**src/rtl/base_ram_arbiter_if.sv**
```systemverilog
// CPU-side bus of the BaseRAM arbiter: instruction-fetch port, data port and pipeline stall.
// The master modport is the CPU core; the slave modport is the arbiter.
interface base_ram_arbiter_if;
  logic        if_req;
  logic [31:0] if_addr;
  logic [31:0] if_rdata;
  logic        if_ack;
  logic        mem_req;
  logic        mem_wr;
  logic [31:0] mem_addr;
  logic [31:0] mem_wdata;
  logic [3:0]  mem_be_n;
  logic [31:0] mem_rdata;
  logic        mem_ack;
  logic        stall_o;

  modport master (
    output if_req, if_addr, mem_req, mem_wr, mem_addr, mem_wdata, mem_be_n,
    input  if_rdata, if_ack, mem_rdata, mem_ack, stall_o
  );

  modport slave (
    input  if_req, if_addr, mem_req, mem_wr, mem_addr, mem_wdata, mem_be_n,
    output if_rdata, if_ack, mem_rdata, mem_ack, stall_o
  );
endinterface

```
**src/rtl/base_ram_arbiter.sv**
```systemverilog
// Shares the BaseRAM SRAM between instruction fetch and data access, one latched transaction at a time.
// SRAM strobes are a registered stage behind the FSM state, so every pin changes only on clk_50M.
module base_ram_arbiter_chk (
  input logic        clk_50M,
  input logic        rst,
  input logic        if_req,
  input logic        if_ack,
  input logic [31:0] if_addr,
  input logic        mem_req,
  input logic        mem_ack,
  input logic        mem_wr,
  input logic [31:0] mem_addr,
  input logic [31:0] mem_wdata,
  input logic [3:0]  mem_be_n,
  input logic        ce_n,
  input logic        oe_n,
  input logic        we_n,
  input logic        data_oe
);
  a_no_oe_we_overlap: assert property (@(posedge clk_50M) disable iff (rst) !(!oe_n && !we_n));
  a_no_drive_on_read: assert property (@(posedge clk_50M) disable iff (rst) !oe_n |-> !data_oe);
  a_oe_needs_ce:      assert property (@(posedge clk_50M) disable iff (rst) !oe_n |-> !ce_n);
  a_single_owner_ack: assert property (@(posedge clk_50M) disable iff (rst) !(if_ack && mem_ack));
  a_if_ack_pulse:     assert property (@(posedge clk_50M) disable iff (rst) if_ack |=> !if_ack);
  a_mem_ack_pulse:    assert property (@(posedge clk_50M) disable iff (rst) mem_ack |=> !mem_ack);
  a_if_aligned:       assert property (@(posedge clk_50M) disable iff (rst)
                                       if_req |-> (if_addr[1:0] == 2'b00 && !$isunknown(if_addr)));
  a_mem_known:        assert property (@(posedge clk_50M) disable iff (rst)
                                       mem_req |-> !$isunknown({mem_wr, mem_addr, mem_wdata, mem_be_n}));
endmodule

module base_ram_arbiter #(
  parameter int READ_CYCLES = 2,
  parameter int WE_CYCLES   = 2
) (
  input  logic                  clk_50M,
  input  logic                  rst,
  base_ram_arbiter_if.slave     bus,
  input  logic [31:0]           base_ram_data_i,
  output logic [31:0]           base_ram_data_o,
  output logic                  base_ram_data_oe,
  output logic [19:0]           base_ram_addr,
  output logic [3:0]            base_ram_be_n,
  output logic                  base_ram_ce_n,
  output logic                  base_ram_oe_n,
  output logic                  base_ram_we_n
);
  localparam int MAX_CYC = (READ_CYCLES > WE_CYCLES) ? READ_CYCLES : WE_CYCLES;
  localparam int CNT_W   = (MAX_CYC > 1) ? $clog2(MAX_CYC) : 1;
  localparam logic [CNT_W-1:0] RD_LAST = CNT_W'(READ_CYCLES - 1);
  localparam logic [CNT_W-1:0] WE_LAST = CNT_W'(WE_CYCLES - 1);

  typedef enum logic [2:0] {
    ST_IDLE     = 3'd0,
    ST_READ     = 3'd1,
    ST_WR_SETUP = 3'd2,
    ST_WR_PULSE = 3'd3,
    ST_WR_HOLD  = 3'd4
  } state_t;

  typedef enum logic {
    GNT_IF  = 1'b0,
    GNT_MEM = 1'b1
  } grant_t;

  state_t            state_r;
  state_t            state_s;
  logic [CNT_W-1:0]  cnt_r;
  grant_t            last_grant_r;
  grant_t            owner_r;
  logic              wr_r;
  logic [3:0]        be_lat_r;
  logic [19:0]       addr_r;
  logic [31:0]       wdata_r;
  logic              done_r;
  logic              done_s;
  logic              grant_s;
  logic              grant_mem_s;
  logic              sample_ok_s;
  logic              if_ack_r;
  logic              mem_ack_r;
  logic [31:0]       if_rdata_r;
  logic [31:0]       mem_rdata_r;
  logic              ce_n_r;
  logic              oe_n_r;
  logic              we_n_r;
  logic              data_oe_r;
  logic [3:0]        be_n_r;

  // A completing transaction blocks new grants until its ack cycle is over.
  assign sample_ok_s = ~if_ack_r & ~mem_ack_r & ~done_r;

  // Next-state, grant and completion decode.
  always_comb begin
    state_s     = state_r;
    grant_s     = 1'b0;
    grant_mem_s = 1'b0;
    done_s      = 1'b0;
    case (state_r)
      ST_IDLE: begin
        if (sample_ok_s && (bus.if_req || bus.mem_req)) begin
          grant_s = 1'b1;
          if (bus.mem_req && (!bus.if_req || (last_grant_r == GNT_IF))) begin
            grant_mem_s = 1'b1;
            if (bus.mem_wr) begin
              state_s = ST_WR_SETUP;
            end else begin
              state_s = ST_READ;
            end
          end else begin
            grant_mem_s = 1'b0;
            state_s     = ST_READ;
          end
        end else begin
          state_s = ST_IDLE;
        end
      end
      ST_READ: begin
        if (cnt_r == RD_LAST) begin
          state_s = ST_IDLE;
          done_s  = 1'b1;
        end else begin
          state_s = ST_READ;
        end
      end
      ST_WR_SETUP: begin
        state_s = ST_WR_PULSE;
      end
      ST_WR_PULSE: begin
        if (cnt_r == WE_LAST) begin
          state_s = ST_WR_HOLD;
        end else begin
          state_s = ST_WR_PULSE;
        end
      end
      ST_WR_HOLD: begin
        state_s = ST_IDLE;
        done_s  = 1'b1;
      end
      default: begin
        state_s = ST_IDLE;
      end
    endcase
  end

  // State register; the cycle counter restarts on every state change.
  always_ff @(posedge clk_50M) begin
    if (rst) begin
      state_r <= ST_IDLE;
      cnt_r   <= '0;
    end else begin
      state_r <= state_s;
      cnt_r   <= (state_s != state_r) ? '0 : cnt_r + CNT_W'(1);
    end
  end

  // Latch the granted request; the address bus holds its value between transactions.
  always_ff @(posedge clk_50M) begin
    if (rst) begin
      last_grant_r <= GNT_IF;
      owner_r      <= GNT_IF;
      wr_r         <= 1'b0;
      be_lat_r     <= 4'b0000;
      addr_r       <= 20'h00000;
      wdata_r      <= 32'h0000_0000;
    end else if (grant_s) begin
      if (grant_mem_s) begin
        last_grant_r <= GNT_MEM;
        owner_r      <= GNT_MEM;
        wr_r         <= bus.mem_wr;
        be_lat_r     <= bus.mem_be_n;
        addr_r       <= bus.mem_addr[21:2];
        wdata_r      <= bus.mem_wdata;
      end else begin
        last_grant_r <= GNT_IF;
        owner_r      <= GNT_IF;
        wr_r         <= 1'b0;
        be_lat_r     <= 4'b0000;
        addr_r       <= bus.if_addr[21:2];
      end
    end
  end

  // SRAM strobe stage, one register behind the FSM state.
  always_ff @(posedge clk_50M) begin
    if (rst) begin
      ce_n_r    <= 1'b1;
      oe_n_r    <= 1'b1;
      we_n_r    <= 1'b1;
      data_oe_r <= 1'b0;
      be_n_r    <= 4'b1111;
    end else begin
      case (state_r)
        ST_READ: begin
          ce_n_r    <= 1'b0;
          oe_n_r    <= 1'b0;
          we_n_r    <= 1'b1;
          data_oe_r <= 1'b0;
          be_n_r    <= be_lat_r;
        end
        ST_WR_SETUP, ST_WR_HOLD: begin
          ce_n_r    <= 1'b0;
          oe_n_r    <= 1'b1;
          we_n_r    <= 1'b1;
          data_oe_r <= 1'b1;
          be_n_r    <= be_lat_r;
        end
        ST_WR_PULSE: begin
          ce_n_r    <= 1'b0;
          oe_n_r    <= 1'b1;
          we_n_r    <= 1'b0;
          data_oe_r <= 1'b1;
          be_n_r    <= be_lat_r;
        end
        default: begin
          ce_n_r    <= 1'b1;
          oe_n_r    <= 1'b1;
          we_n_r    <= 1'b1;
          data_oe_r <= 1'b0;
          be_n_r    <= 4'b1111;
        end
      endcase
    end
  end

  // Completion: capture read data while oe_n is still low and pulse the owner's ack.
  always_ff @(posedge clk_50M) begin
    if (rst) begin
      done_r      <= 1'b0;
      if_ack_r    <= 1'b0;
      mem_ack_r   <= 1'b0;
      if_rdata_r  <= 32'h0000_0000;
      mem_rdata_r <= 32'h0000_0000;
    end else begin
      done_r    <= done_s;
      if_ack_r  <= done_r && (owner_r == GNT_IF);
      mem_ack_r <= done_r && (owner_r == GNT_MEM);
      if (done_r && !wr_r && (owner_r == GNT_IF)) begin
        if_rdata_r <= base_ram_data_i;
      end
      if (done_r && !wr_r && (owner_r == GNT_MEM)) begin
        mem_rdata_r <= base_ram_data_i;
      end
    end
  end

  assign bus.if_rdata  = if_rdata_r;
  assign bus.if_ack    = if_ack_r;
  assign bus.mem_rdata = mem_rdata_r;
  assign bus.mem_ack   = mem_ack_r;
  assign bus.stall_o   = (bus.if_req & ~if_ack_r) | (bus.mem_req & ~mem_ack_r);

  assign base_ram_data_o  = wdata_r;
  assign base_ram_data_oe = data_oe_r;
  assign base_ram_addr    = addr_r;
  assign base_ram_be_n    = be_n_r;
  assign base_ram_ce_n    = ce_n_r;
  assign base_ram_oe_n    = oe_n_r;
  assign base_ram_we_n    = we_n_r;

  base_ram_arbiter_chk u_chk (
    .clk_50M   (clk_50M),
    .rst       (rst),
    .if_req    (bus.if_req),
    .if_ack    (if_ack_r),
    .if_addr   (bus.if_addr),
    .mem_req   (bus.mem_req),
    .mem_ack   (mem_ack_r),
    .mem_wr    (bus.mem_wr),
    .mem_addr  (bus.mem_addr),
    .mem_wdata (bus.mem_wdata),
    .mem_be_n  (bus.mem_be_n),
    .ce_n      (ce_n_r),
    .oe_n      (oe_n_r),
    .we_n      (we_n_r),
    .data_oe   (data_oe_r)
  );
endmodule

```
**src/flat_wrapper.sv**
```systemverilog
// flat-port wrapper written by rule: the top's interface ports become plain ports
module base_ram_arbiter_flat 
#(
  parameter int READ_CYCLES = 2,
  parameter int WE_CYCLES   = 2
)
  (clk_50M, rst, base_ram_data_i, base_ram_data_o, base_ram_data_oe, base_ram_addr, base_ram_be_n, base_ram_ce_n, base_ram_oe_n, base_ram_we_n, bus_if_req, bus_if_addr, bus_mem_req, bus_mem_wr, bus_mem_addr, bus_mem_wdata, bus_mem_be_n, bus_if_rdata, bus_if_ack, bus_mem_rdata, bus_mem_ack, bus_stall_o);
  base_ram_arbiter_if bus_i ();
  input  logic clk_50M;
  input  logic rst;
  input  logic [31:0] base_ram_data_i;
  output logic [31:0] base_ram_data_o;
  output logic base_ram_data_oe;
  output logic [19:0] base_ram_addr;
  output logic [3:0] base_ram_be_n;
  output logic base_ram_ce_n;
  output logic base_ram_oe_n;
  output logic base_ram_we_n;
  input wire logic [$bits(bus_i.if_req)-1:0] bus_if_req;
  input wire logic [$bits(bus_i.if_addr)-1:0] bus_if_addr;
  input wire logic [$bits(bus_i.mem_req)-1:0] bus_mem_req;
  input wire logic [$bits(bus_i.mem_wr)-1:0] bus_mem_wr;
  input wire logic [$bits(bus_i.mem_addr)-1:0] bus_mem_addr;
  input wire logic [$bits(bus_i.mem_wdata)-1:0] bus_mem_wdata;
  input wire logic [$bits(bus_i.mem_be_n)-1:0] bus_mem_be_n;
  output wire logic [$bits(bus_i.if_rdata)-1:0] bus_if_rdata;
  output wire logic [$bits(bus_i.if_ack)-1:0] bus_if_ack;
  output wire logic [$bits(bus_i.mem_rdata)-1:0] bus_mem_rdata;
  output wire logic [$bits(bus_i.mem_ack)-1:0] bus_mem_ack;
  output wire logic [$bits(bus_i.stall_o)-1:0] bus_stall_o;
  assign bus_i.if_req = bus_if_req;
  assign bus_i.if_addr = bus_if_addr;
  assign bus_i.mem_req = bus_mem_req;
  assign bus_i.mem_wr = bus_mem_wr;
  assign bus_i.mem_addr = bus_mem_addr;
  assign bus_i.mem_wdata = bus_mem_wdata;
  assign bus_i.mem_be_n = bus_mem_be_n;
  assign bus_if_rdata = bus_i.if_rdata;
  assign bus_if_ack = bus_i.if_ack;
  assign bus_mem_rdata = bus_i.mem_rdata;
  assign bus_mem_ack = bus_i.mem_ack;
  assign bus_stall_o = bus_i.stall_o;
  base_ram_arbiter #(.READ_CYCLES(READ_CYCLES), .WE_CYCLES(WE_CYCLES)) u_core (.clk_50M(clk_50M), .rst(rst), .bus(bus_i), .base_ram_data_i(base_ram_data_i), .base_ram_data_o(base_ram_data_o), .base_ram_data_oe(base_ram_data_oe), .base_ram_addr(base_ram_addr), .base_ram_be_n(base_ram_be_n), .base_ram_ce_n(base_ram_ce_n), .base_ram_oe_n(base_ram_oe_n), .base_ram_we_n(base_ram_we_n));
endmodule
```
**config.mk**
```make
export PLATFORM = sky130hd
export DESIGN_NAME = base_ram_arbiter_flat
export DESIGN_NICKNAME = d
export VERILOG_FILES = /design/src/rtl/base_ram_arbiter_if.sv /design/src/rtl/base_ram_arbiter.sv /design/src/flat_wrapper.sv
export SDC_FILE = /design/constraint.sdc
export NUM_CORES = 1
export LEC_CHECK = 0
export ABC_AREA = 1
export ABC_CLOCK_PERIOD_IN_PS = 1550
export BUFFER_PORTS_ARGS = -buffer_cell sky130_fd_sc_hd__buf_2
export CAP_MARGIN = 5
export CORE_AREA = 2 2 138 86
export CTS_BUF_LIST = sky130_fd_sc_hd__clkbuf_8
export DETAILED_ROUTE_END_ITERATION = 10
export DIE_AREA = 0 0 140 88
export GPL_ROUTABILITY_DRIVEN = 0
export GPL_TIMING_DRIVEN = 1
export MAX_ROUTING_LAYER = met4
export PLACE_DENSITY = 0.8
export SLEW_MARGIN = 20
export SYNTH_ARGS = -nofsm -noshare
export SYNTH_HDL_FRONTEND = slang
export SYNTH_SLANG_ARGS = --single-unit
```
**constraint.sdc**
```tcl
create_clock -name clk_50M -period 1.55 [get_ports clk_50M]
set_input_delay 0.31 -clock clk_50M [delete_from_list [all_inputs] [get_ports clk_50M]]
set_output_delay 0.31 -clock clk_50M [all_outputs]
set_load 0.02 [all_outputs]
```
==> qor.csv <==
metric;value;unit
layout cells sized above 1;0.334;
initial core utilization;0.449;
unrepaired setup endpoints after global routing;yes;
worst-margin pin slew;0.605;ns
Finished Layout Cells;1034;
average wire length per cell after detail routing;13.0;µm
Critical Path Slowest Stage Cell;sky130_fd_sc_hd__or3_2;
number of vias after detailed routing;4875;
Post-Place Cells;1002;
total I/O pin count;264;
utilization after layout;0.608;
R2R Setup Slk;0.07;ns
site row count;30;
iteration count of the initial detailed-routing pass;8;
yosys warns;0;
Final Hold Violating Endpoints;0;
wire length reported by the detailed router;13500;µm
Syn Inst Count;646;
capture point of the critical path;u_core.bus.if_rdata[9]$_SDFFE_PP0P_;
critical path capture point type;flip-flop;
worst flop-to-flop path startpoint;u_core.last_grant_r$_SDFFE_PP0P_;
register area share after synthesis;0.551;
remaining antenna violation count after routing;0;
global route total overflow;0;
final worst path period share;0.955;
synthesized net count;783;
logic depth of the worst register-to-register path;4;
final net count;1014;
clock insertion delay at the later pin of the skew report;0.42;ns
Worst Setup Start Kind;flip-flop;
post-route DRC violation count;15;
H-tree depth;4;
Buffers on Ports;239;
run status;complete, but fails checks;
cell area after synthesis;0.00498;mm²
mean instance size in the synthesized netlist;7.70;µm²
CTS clock-pin slew for the worst setup and hold paths;0.08;ns
post-route cell area;0.00673;mm²
TritonCTS clock tree;yes;
HPWL after detailed placement;9510;µm
number of unique standard cell types used by synthesis;23;
antenna diode count;0;
maximum fanout along the worst path;64;
Die Y;88;µm
clock tree sinks;137;
worst min-delay path category;in2reg;
Iteration-0 DRC Markers;234;
CP peak stage delay;0.53;ns
vias per std cell;4.71;
setup violation total in the final timing report;0;
static leakage power;0.00337;µW
Crit path arrival time;1.78;ns
peak clock frequency supported by timing;0.675;GHz
pin count of the biggest net entering global routing;65;
number of buffers created by CTS;17;
Seq cells post-synth;137;
capture point of the worst reg-to-reg path;u_core.bus.if_rdata[9]$_SDFFE_PP0P_;
CP cell instances;or3_2 > buf_12 > o21ai_0 > a21oi_1;
Clk Tree Root Cell;sky130_fd_sc_hd__clkbuf_8;
Power Density;1290;mW/mm²
post-route worst hold slack;0.111;ns
wire length of the first global-routing pass;21100;µm
worst voltage drop across the vdd grid;668;µV
initial antenna violation count;0;
area growth from synthesis to layout;35.3;%
crit path from;u_core.last_grant_r$_SDFFE_PP0P_;
total negative slack;0;ns
CP Data Required Time;1.84;ns
core area;0.0111;mm²
tightest slew margin relative to the limit;0.597;
final critical-path required period;1.48;ns
All-Layer GR Usage;0.223;
chip width;140;µm
start-to-end type of the worst setup path;reg2reg;
# Max-Cap Violations;0;
die outline area;0.0123;mm²
skew final;0.0139;ns
failing checks;design-rule violations;
DP Area;0.00629;mm²
maximum clock path buffer count;2;
pins over their slew limit;0;
number of global-route vias before repair;4280;
-- flip-flops by register name (all words and copies together) (netlist names) --
| name | flops |
|---|---|
| u_core.base_ram_addr | 20 |
| u_core.base_ram_be_n | 4 |
| u_core.base_ram_ce_n | 1 |
| u_core.base_ram_data_o | 32 |
| u_core.base_ram_data_oe | 1 |
| u_core.base_ram_oe_n | 1 |
| u_core.base_ram_we_n | 1 |
| u_core.be_lat_r | 4 |
| u_core.bus.if_ack | 1 |
| u_core.bus.if_rdata | 32 |
| u_core.bus.mem_ack | 1 |
| u_core.bus.mem_rdata | 32 |
| u_core.cnt_r | 1 |
| u_core.done_r | 1 |
| u_core.last_grant_r | 1 |
| u_core.state_r | 3 |
| u_core.wr_r | 1 |
-- placed cells by master (no fill, tap or decap), types with 3 or more instances in the layout --
| cell type | n |
|---|---|
| sky130_fd_sc_hd__o21ai_1 | 25 |
| sky130_fd_sc_hd__nand4_1 | 3 |
| sky130_fd_sc_hd__nand3_1 | 5 |
| sky130_fd_sc_hd__a21oi_1 | 59 |
| sky130_fd_sc_hd__nand2_1 | 42 |
| sky130_fd_sc_hd__inv_1 | 46 |
| sky130_fd_sc_hd__buf_2 | 239 |
| sky130_fd_sc_hd__o21ai_0 | 95 |
| sky130_fd_sc_hd__clkbuf_8 | 18 |
| sky130_fd_sc_hd__or2_2 | 4 |
| sky130_fd_sc_hd__buf_4 | 11 |
| sky130_fd_sc_hd__inv_6 | 3 |
| sky130_fd_sc_hd__inv_2 | 4 |
| sky130_fd_sc_hd__dfxtp_1 | 137 |
| sky130_fd_sc_hd__nor2_1 | 177 |
| sky130_fd_sc_hd__bufinv_16 | 4 |
-- synthesized netlist by cell type --
cell	number	area, µm²
sky130_fd_sc_hd__a21oi_1	59	295
sky130_fd_sc_hd__buf_2	16	80.1
sky130_fd_sc_hd__buf_4	1	7.51
sky130_fd_sc_hd__buf_6	3	33.8
sky130_fd_sc_hd__clkbuf_1	22	82.6
sky130_fd_sc_hd__clkinv_1	1	3.75
sky130_fd_sc_hd__dfxtp_1	137	2740
sky130_fd_sc_hd__inv_1	42	158
sky130_fd_sc_hd__inv_2	4	15.0
sky130_fd_sc_hd__nand2_1	42	158
sky130_fd_sc_hd__nand2_2	2	12.5
sky130_fd_sc_hd__nand3_1	5	25.0
sky130_fd_sc_hd__nand4_1	3	18.8
sky130_fd_sc_hd__nor2_1	178	668
sky130_fd_sc_hd__nor2_2	1	6.26
sky130_fd_sc_hd__nor2_4	1	11.3
sky130_fd_sc_hd__nor3_1	1	5.00
sky130_fd_sc_hd__o211ai_1	2	15.0
sky130_fd_sc_hd__o21ai_0	100	500
sky130_fd_sc_hd__o21ai_1	20	100
sky130_fd_sc_hd__o22ai_1	1	6.26
sky130_fd_sc_hd__or2_2	4	25.0
sky130_fd_sc_hd__or3_1	1	6.26
-- report_power, final --
group / switching, µW / internal (µW) / leakage (µW)
Combinational: 1020 / 561 / 0.00202
Clock: 1350 / 1790 / 0.000233
Sequential: 140 / 3810 / 0.00112
Total: 2510 / 6160 / 0.00337
-- critical path, delay by kind of cell (launching register included) --
| family | cells | cell delay, ns |
|---|---|---|
| simple gates | 1 | 0.53 |
| flops | 1 | 0.36 |
| compound gates | 2 | 0.26 |
| buf+inv | 1 | 0.22 |
-- cells by family (layout without fill, tap and decap cells) --
family / after synthesis / in the layout / synth area share
AO/OA/AOI/OAI: 182 / 182 / 0.184
buffers and inverters: 89 / 333 / 0.0764
flip-flops: 137 / 137 / 0.551
AND/OR/NAND/NOR: 238 / 238 / 0.188
-- layer usage --
layer / wire length [µm] / vias up / track usage
met5: 0 / - / -
met4: 90 / 0 / 0.0624
met3: 1020 / 6 / 0.0672
met2: 5940 / 156 / 0.333
met1: 6420 / 2170 / 0.296
li1: - / 2543 / -
-- cell type report --
class                   instances  area [µm²]
well taps                     144         180
flip-flops and latches        137        2740
repair buffers                254        1350
clock inverters                14         180
inverters                      47         179
fillers                      1018        4340
multi-input cells             420        1860
clock buffers                  18         248
-- repair_timing --
item | CTS | global route
hold endpoints to repair | 0 | 0
resized for setup | 0 | 10
buffers inserted | 0 | 0
hold buffers | 0 | 0
setup endpoints to repair | 0 | 27
-- through the flow --
stage	worst slack [ns]	total power, µW
4_1_cts	0.0426	8750
2_1_floorplan	0.208	5040
6_report	0.0692	8670
3_5_place_dp	0.0415	5600
5_1_grt	-0.0300	9100
3_3_place_gp	0.0525	5570
-- how the worst min path moves through the flow --
| stage | endpoint | startpoint | slack [ns] | cells past startpoint |
|---|---|---|---|---|
| floorplan | u_core.base_ram_be_n[0]$_SDFF_PP1_ | u_core.be_lat_r[0]$_SDFFE_PP0P_ | 0.42 | 1 |
| global placement | u_core.base_ram_be_n[3]$_SDFF_PP1_ | u_core.be_lat_r[3]$_SDFFE_PP0P_ | 0.42 | 1 |
| detailed placement | u_core.base_ram_be_n[3]$_SDFF_PP1_ | u_core.be_lat_r[3]$_SDFFE_PP0P_ | 0.43 | 1 |
| CTS | u_core.base_ram_data_o[24]$_SDFFE_PP0P_ | bus_mem_wdata[24] | 0.08 | 3 |
| global route | u_core.base_ram_data_o[21]$_SDFFE_PP0P_ | bus_mem_wdata[21] | 0.09 | 3 |
| finish | u_core.base_ram_data_o[24]$_SDFFE_PP0P_ | bus_mem_wdata[24] | 0.11 | 3 |
(Power assumes the default switching activity.)
